==> src/rtl/intc_timer_pkg.sv <==
// Shared definitions for the interrupt controller with interval timer.
// Register indices, CTRL bit positions, request FSM states, helpers.
package intc_timer_pkg;

    localparam logic [2:0] REG_PEND  = 3'd0;
    localparam logic [2:0] REG_MASK  = 3'd1;
    localparam logic [2:0] REG_LOAD  = 3'd2;
    localparam logic [2:0] REG_CTRL  = 3'd3;
    localparam logic [2:0] REG_COUNT = 3'd4;

    localparam int CTRL_EN   = 0;
    localparam int CTRL_AUTO = 1;

    typedef enum logic [1:0] {
        ST_IDLE = 2'd0,
        ST_REQ  = 2'd1,
        ST_WAIT = 2'd2
    } req_state_e;

    // Index of the lowest set bit; 0 when nothing is set.
    function automatic logic [3:0] lowest_idx(input logic [15:0] v);
        logic [3:0] idx;
        idx = 4'd0;
        for (int i = 15; i >= 0; i--) begin
            if (v[i]) begin
                idx = 4'(i);
            end
        end
        return idx;
    endfunction

endpackage

==> src/rtl/intc_timer_interval_timer.sv <==
// Interval timer: LOAD/CTRL/COUNT registers and a one-cycle expiry tick.
// The tick fires on the edge where count moves from 1 to 0.
module intc_interval_timer
    import intc_timer_pkg::*;
#(
    parameter int TW = 32
) (
    input  logic          clk,
    input  logic          rst_n,
    input  logic          reg_we,
    input  logic [2:0]    reg_addr,
    input  logic [31:0]   reg_wdata,
    output logic [TW-1:0] load,
    output logic [1:0]    ctrl,
    output logic [TW-1:0] count,
    output logic          tick
);

    localparam logic [TW-1:0] ONE = 1;

    logic [TW-1:0] load_q, load_d;
    logic [TW-1:0] count_q, count_d;
    logic          en_q, en_d;
    logic          auto_q, auto_d;
    logic          wr_load;
    logic          wr_ctrl;
    logic          stop;
    logic          run;
    logic [31:0]   unused_wdata;

    assign unused_wdata = reg_wdata;

    assign wr_load = reg_we && (reg_addr == REG_LOAD);
    assign wr_ctrl = reg_we && (reg_addr == REG_CTRL);
    assign stop    = wr_ctrl && !reg_wdata[CTRL_EN];
    assign run     = en_q && !stop;

    // Countdown, expiry, reload and register writes.
    always_comb begin
        load_d  = load_q;
        count_d = count_q;
        en_d    = en_q;
        auto_d  = auto_q;
        tick    = 1'b0;
        if (run) begin
            if (count_q == ONE) begin
                tick    = 1'b1;
                count_d = '0;
                if (!auto_q) begin
                    en_d = 1'b0;
                end
            end else if (count_q != '0) begin
                count_d = count_q - ONE;
            end else if (auto_q) begin
                count_d = load_q;
            end
        end
        if (wr_load) begin
            load_d = reg_wdata[TW-1:0];
        end
        if (wr_ctrl) begin
            en_d   = reg_wdata[CTRL_EN];
            auto_d = reg_wdata[CTRL_AUTO];
            if (reg_wdata[CTRL_EN] && !en_q) begin
                count_d = load_q;
            end
        end
    end

    // Timer state registers.
    always_ff @(posedge clk or negedge rst_n) begin
        if (!rst_n) begin
            load_q  <= '0;
            count_q <= '0;
            en_q    <= 1'b0;
            auto_q  <= 1'b0;
        end else begin
            load_q  <= load_d;
            count_q <= count_d;
            en_q    <= en_d;
            auto_q  <= auto_d;
        end
    end

    assign load  = load_q;
    assign count = count_q;
    assign ctrl  = {auto_q, en_q};

endmodule

==> src/rtl/intc_timer.sv <==
// Interrupt controller feeding CP0, with optional interval timer on source 0.
// Timer compiled in only when INTC_TIMER_EN is defined.
module intc_timer
    import intc_timer_pkg::*;
#(
    parameter int NSRC = 8,
    parameter int TW   = 32
) (
    input  logic            clk_o,
    input  logic            rst,
    input  logic [NSRC-1:0] irq_src,
    input  logic            reg_we,
    input  logic [2:0]      reg_addr,
    input  logic [31:0]     reg_wdata,
    output logic [31:0]     reg_rdata,
    output logic            intr,
    output logic [3:0]      irq_id,
    input  logic            inta
);

    localparam logic [NSRC-1:0] ONE = 1;

    logic [NSRC-1:0] s1_q, s1_d;
    logic [NSRC-1:0] s2_q, s2_d;
    logic [NSRC-1:0] prev_q, prev_d;
    logic [NSRC-1:0] pend_q, pend_d;
    logic [NSRC-1:0] mask_q, mask_d;
    logic [NSRC-1:0] edge_w;
    logic [NSRC-1:0] set_w;
    logic [NSRC-1:0] w1c_w;
    logic [NSRC-1:0] ack_w;
    logic [NSRC-1:0] active;
    logic            tick;
    logic [31:0]     unused_wdata;

    req_state_e      state_q;
    logic            intr_q;
    logic [3:0]      irq_id_q;

    assign unused_wdata = reg_wdata;

`ifdef INTC_TIMER_EN
    logic [TW-1:0]   t_load;
    logic [1:0]      t_ctrl;
    logic [TW-1:0]   t_count;

    intc_interval_timer #(
        .TW (TW)
    ) u_timer (
        .clk       (clk_o),
        .rst_n     (rst),
        .reg_we    (reg_we),
        .reg_addr  (reg_addr),
        .reg_wdata (reg_wdata),
        .load      (t_load),
        .ctrl      (t_ctrl),
        .count     (t_count),
        .tick      (tick)
    );
`else
    logic [TW-1:0]   unused_tw;

    assign unused_tw = '0;
    assign tick      = 1'b0;
`endif

    // Two-flop synchroniser plus previous-value flop for edge detect.
    always_comb begin
        s1_d   = irq_src;
        s2_d   = s1_q;
        prev_d = s2_q;
        edge_w = s2_q & ~prev_q;
    end

    // Pending set sources: external edges, timer owns bit 0 when present.
    always_comb begin
        set_w = edge_w;
`ifdef INTC_TIMER_EN
        set_w[0] = tick;
`else
        set_w[0] = edge_w[0] | tick;
`endif
    end

    // Pending clears (W1C and acknowledge) lose to a same-cycle set.
    always_comb begin
        w1c_w = '0;
        ack_w = '0;
        if (reg_we && (reg_addr == REG_PEND)) begin
            w1c_w = reg_wdata[NSRC-1:0];
        end
        if ((state_q == ST_REQ) && inta) begin
            ack_w = ONE << irq_id_q;
        end
        pend_d = (pend_q & ~(w1c_w | ack_w)) | set_w;
    end

    // Mask register write.
    always_comb begin
        mask_d = mask_q;
        if (reg_we && (reg_addr == REG_MASK)) begin
            mask_d = reg_wdata[NSRC-1:0];
        end
    end

    assign active = pend_q & mask_q;

    // Edge detect, pending and mask registers.
    always_ff @(posedge clk_o or negedge rst) begin
        if (!rst) begin
            s1_q   <= '0;
            s2_q   <= '0;
            prev_q <= '0;
            pend_q <= '0;
            mask_q <= '0;
        end else begin
            s1_q   <= s1_d;
            s2_q   <= s2_d;
            prev_q <= prev_d;
            pend_q <= pend_d;
            mask_q <= mask_d;
        end
    end

    // Request FSM with registered intr/irq_id towards CP0.
    always_ff @(posedge clk_o or negedge rst) begin
        if (!rst) begin
            state_q  <= ST_IDLE;
            intr_q   <= 1'b0;
            irq_id_q <= 4'd0;
        end else begin
            unique case (state_q)
                ST_IDLE: begin
                    if (active != '0) begin
                        state_q  <= ST_REQ;
                        intr_q   <= 1'b1;
                        irq_id_q <= lowest_idx(16'(active));
                    end
                end
                ST_REQ: begin
                    if (inta) begin
                        state_q <= ST_WAIT;
                        intr_q  <= 1'b0;
                    end
                end
                ST_WAIT: begin
                    state_q <= ST_IDLE;
                    intr_q  <= 1'b0;
                end
                default: begin
                    state_q <= ST_IDLE;
                    intr_q  <= 1'b0;
                end
            endcase
        end
    end

    assign intr   = intr_q;
    assign irq_id = irq_id_q;

    // Combinational register read port.
    always_comb begin
        reg_rdata = 32'd0;
        case (reg_addr)
            REG_PEND:  reg_rdata = 32'(pend_q);
            REG_MASK:  reg_rdata = 32'(mask_q);
`ifdef INTC_TIMER_EN
            REG_LOAD:  reg_rdata = 32'(t_load);
            REG_CTRL:  reg_rdata = 32'(t_ctrl);
            REG_COUNT: reg_rdata = 32'(t_count);
`endif
            default:   reg_rdata = 32'd0;
        endcase
    end

endmodule

==> config.mk <==
export PLATFORM = sky130hd
export DESIGN_NAME = intc_timer
export DESIGN_NICKNAME = d
export VERILOG_FILES = /design/src/rtl/intc_timer_pkg.sv /design/src/rtl/intc_timer_interval_timer.sv /design/src/rtl/intc_timer.sv
export SDC_FILE = /design/constraint.sdc
export NUM_CORES = 1
export LEC_CHECK = 0
export CAP_MARGIN = 20
export CORE_UTILIZATION = 45
export DETAILED_ROUTE_END_ITERATION = 6
export GPL_ROUTABILITY_DRIVEN = 0
export PLACE_DENSITY_LB_ADDON = 0.15
export SYNTH_ARGS = -nofsm -noshare
export SYNTH_HDL_FRONTEND = slang
export SYNTH_SLANG_ARGS = --single-unit
==> constraint.sdc <==
create_clock -name clk_o -period 2.1 [get_ports clk_o]
set_clock_uncertainty 0.05 [all_clocks]
set_input_delay 0.21 -clock clk_o [delete_from_list [all_inputs] [get_ports clk_o]]
set_output_delay 0.21 -clock clk_o [all_outputs]
set_load 0.05 [all_outputs]
== Word level (Yosys, flattened, before mapping) ==
Index checks and enable logic that the tools add are counted.

* Eq/ne operators: 4
* Shifts and indexed selects: 1
* Multiplexer cells: 17
* Bitwise operators: 7
* Reductions and logical operators: 8

{| class="wikitable"
|+ Operators with widths
! kind !! number
|-
| $mux W4 || 7
|-
| $and A8 B8 Y8 || 3
|-
| $mux W8 || 2
|-
| $not A8 Y8 || 2
|-
| $or A8 B8 Y8 || 2
|-
| $pmux W8 S2 || 1
|-
| $reduce_bool A8 Y1 || 1
|-
| $shl A1 B4 Y8 const A || 1
|-
| $mux W2 || 2
|-
| $ne A2 B2 Y1 const B || 2
|-
| $pmux W2 S2 || 1
|-
| $reduce_and A2 Y1 || 2
|-
| $eq A3 B1 Y1 const B || 1
|-
| $logic_and A1 B1 Y1 || 3
|-
| $logic_not A3 Y1 || 1
|-
| $mux W3 || 1
|-
| $eq A2 B1 Y1 const B || 1
|-
| $logic_not A2 Y1 || 1
|-
| $mux W1 || 2
|-
| $pmux W1 S2 || 1
|}

* Register bits: 47
* Bits of input ports: 47
* Output and inout bits: 37
* Word-level logic and storage cells: 45

== Logic depth before layout (Yosys ltp) ==
* Depth after elaboration: 9
* Depth in mapped cells: 5
* Gate-level depth less buffers: 4

== Worst setup path after synthesis ==
OpenSTA, ideal clock, no wires.

* Path type: reg2reg
* Start: register state_q[0]
* End: register pend_q[7]
* Library setup time: 0.121 ns
* Arrival time: 1.360 ns
* Required time: 1.929 ns
* Path slack: 0.569 ns
* Stages on the path, launching flop included: 5
* Buffers on the path: 0
* Period minus slack after synthesis: 1.531 ns
* Cell sequence: dfrtp_1 and3b_1 and2_1 a32oi_1 a22o_1

* Word-level cells in the longest chain between the ends: 7

{| class="wikitable"
|+ Ends and longest elaborated chain
! what !! RTL line !! RTL
|-
| from (decl) || intc_timer.sv:36 || <nowiki>req_state_e state_q;</nowiki>
|-
| from (signal assigned) || intc_timer.sv:128 || <nowiki>state_q <= ST_IDLE;</nowiki>
|-
| from (signal assigned) || intc_timer.sv:135 || <nowiki>state_q <= ST_REQ;</nowiki>
|-
| from (signal assigned) || intc_timer.sv:142 || <nowiki>state_q <= ST_WAIT;</nowiki>
|-
| $eq A2 B1 Y1 || intc_timer.sv:92 || <nowiki>if ((state_q == ST_REQ) && inta) begin</nowiki>
|-
| $logic_and A1 B1 Y1 || intc_timer.sv:92 ||
|-
| $mux W8 || intc_timer.sv:92 ||
|-
| $or A8 B8 Y8 || intc_timer.sv:95 || <nowiki>pend_d = (pend_q & ~(w1c_w | ack_w)) | set_w;</nowiki>
|-
| $not A8 Y8 || intc_timer.sv:95 ||
|-
| $and A8 B8 Y8 || intc_timer.sv:95 ||
|-
| $or A8 B8 Y8 || intc_timer.sv:95 ||
|-
| via pend_d[7] || intc_timer.sv:26 || <nowiki>logic [NSRC-1:0] pend_q, pend_d;</nowiki>
|-
| to (signal assigned) || intc_timer.sv:120 || <nowiki>pend_q <= pend_d;</nowiki>
|-
| to (decl) || intc_timer.sv:26 ||
|}

The timed path passes the listed nets, and every way through them passes these cells.
A chain may end at the register's enable or synchronous reset.

== Worst setup path in the final report ==
* Start: register irq_id_q[0], in the netlist irq_id[0]
* End: output port irq_id[0]

{| class="wikitable"
|+ RTL lines
! what !! RTL line !! RTL
|-
| from (decl) || intc_timer.sv:38 || <nowiki>logic [3:0] irq_id_q;</nowiki>
|-
| from (signal assigned) || intc_timer.sv:137 || <nowiki>irq_id_q <= lowest_idx(16'(active));</nowiki>
|-
| to (decl) || intc_timer.sv:17 || <nowiki>output logic [3:0] irq_id,</nowiki>
|}

No word-level cell between the ends.

==> impl_metrics.ini <==
[outcome]
status = complete, no violations

[setup_path]
slowest_stage = clkdlybuf4s50_1
worstPathRequired_ns = 1.84
cp-start-kind = flop
cp_slowest_stage_delay_ns = 0.86
crit_family = buffers and inverters
arrival_ns = 1.65
cp_max_fo = 7
cp-end-kind = output port
crit_buf_inv = 1
worstSetupPathType = reg2out
path_cells = clkdlybuf4s50_1

[sta]
hold_viol_final = 0
hold_ws_ns = 0.294
clock.fmax_ghz = 0.523
setup_viol = 0
period_minus_slack_ns = 1.91
setup_slack_ns = 0.189
tightest_slew_ns = 0.508
rsz0062_at_grt = false
fin_tns_setup_ns = 0
fin_crit_sh = 0.910
drv_slew = 0
relSlewSlack = 0.660

[yosys]
ys_seq_elements = 45
synth_cell_type_count = 30
syn_inst = 159
synth-edff-count = 0
async_reset_ff_frac = 1.00
yosysSeqAreaShare = 0.584
syn_avg_cell_area_sq_um = 12.1
netlist_area_sq_um = 1930
synth_ff_type = dfrtp_1
synth_warnings = 0

[grt]
antenna_found_initial = 0
grt_max_degree = 46
busiest_layer = met2
grt_pass1_vias = 1201
gr-total-overflow = 0
grt_util_met3 = 0.0574
grt_pass1_wl_mm = 5.98
grt_usage = 0.187
met2_usage = 0.296
use_met1 = 0.236

[routing]
num_vias = 1311
finalWirelength_mm = 3.71
first_pass_iters = 4
first_iter_violations = 106
routedWlPerCell_um = 14.7
via_per_inst = 5.18
drc = 0
ant_nets = 0

[floorplanning]
die-area_sq_um = 4550
dieHeight_um = 67.5
core-area_sq_um = 4060
row_count = 23
start_util = 0.475
io-pin-count = 84
die_w_um = 67.5

[power_and_ir_drop]
p_leak_nw = 1.14
powerDensity_nw_per_um2 = 1120
ir_drop_mv = 0.643

[cts]
ctsResizeCount = 0
cts_inserted_buffers = 5
htree_num_levels = 2
postCtsSetupRepairBufs = 0
clock_sinks = 45
clock_latency_ns = 0.30
clockRootBuffer = clkbuf_8
cts_tree = built
cts.clk_slew.worst_paths_ns = 0.08
clockBufferDepth = 2

[placed_design]
hpwlAfterDp_mm = 2.62
io_buffers = 34
place_inst = 244
dp_worst_setup_slack_ns = 0.205

[final_layout]
insertedDiodeCount = 0
fillers = 332
drive_gt1_frac = 0.153
syn_to_final_growth_pct = 28.3
final_nets = 249
fin_cells = 253

[min_path]
hold_path_class = in2reg

[job]
drv_cap = 0
## metrics by stage
stage | area [sq um] | utilization | power [mW]
after floorplan | 2020 | - | 1.80
after global placement | 2350 | 0.579 | 2.08
after detailed placement | 2350 | 0.579 | 2.10
after CTS | 2470 | 0.610 | 2.77
after global routing | 2470 | 0.610 | 2.90
final | 2470 | 0.610 | 2.77
## state kept, by name, summed over array words and instances, names as in the netlist
register	flops
mask_q	8
pend_q	8
prev_d	8
prev_q	8
s1_q	8
irq_id	3
state_q	2
## worst paths after layout
check	from	to	slack, ns	cells past startpoint
setup / recovery	irq_id[0]	irq_id[0]	0.19	1
hold / removal	irq_src[6]	s1_q[6]	0.29	1
setup reg to reg	pend_q[3]	irq_id[0]	0.56	4
hold reg to reg	s1_q[2]	prev_d[2]	0.30	0
max in group asynchronous	rst	prev_d[3]	1.42	3
min in group asynchronous	rst	prev_q[4]	0.36	3
## layout by cell type (no fill, tap or decap), types with 6 or more instances in the layout
cell type / n
a22o_1: 8
dfrtp_1: 45
inv_1: 9
clkdlybuf4s50_1: 25
nor2_1: 11
mux2_2: 8
buf_12: 10
a22oi_1: 10
clkbuf_8: 6
mux2i_1: 8
nand2_1: 8
conb_1: 25
## report_power, final
| part | switching [mW] | internal, mW |
|---|---|---|
| clock | 0.277 | 0.388 |
| combinational | 0.560 | 0.359 |
| sequential | 0.169 | 1.02 |
## metal layers
metal | part of all wire | vias to the layer above
met2 | 0.48 | 86
li1 | - | 587
met3 | 0.093 | 7
met5 | 0 | -
met1 | 0.41 | 631
met4 | 0.015 | 0
## Yosys cell counts (all sizes together), types with 2 or more instances
master | instances | area, sq um
mux2 | 8 | 90.1
mux2i | 8 | 80.1
a22oi | 10 | 75.1
buf | 27 | 204
dfrtp | 45 | 1130
nand2 | 8 | 30.0
a32oi | 2 | 17.5
and2 | 2 | 12.5
a21oi | 4 | 20.0
inv | 9 | 33.8
a22o | 8 | 70.1
nor2 | 12 | 47.6
nor2b | 2 | 12.5
## kinds of logic (layout without fill, tap and decap cells)
kind of cell	after synthesis	in the layout	share of synthesized area
AOI/OAI and AO/OA	31	31	0.123
other	1	25	0.00194
DFF	45	45	0.584
buffers and inverters	36	56	0.123
muxes	16	16	0.0882
and+or+nand+nor	30	30	0.0804
## layout make-up
type	instances	area, sq um	share of cell area
Multi-Input combinational cell	102	656	0.265
Tap cell	50	62.6	0.0253
Clock inverter	1	30.0	0.0121
Clock buffer	7	86.3	0.0349
Inverter	9	33.8	0.0137
Timing Repair Buffer	39	480	0.194
Sequential cell	45	1130	0.455
## what timing repair did
action / in CTS / in global routing
endpoints found under the hold margin: 45 / 0
hold buffers: 1 / 0
endpoints found under the setup margin: 0 / 0
Power figures use the tool's default switching activity.
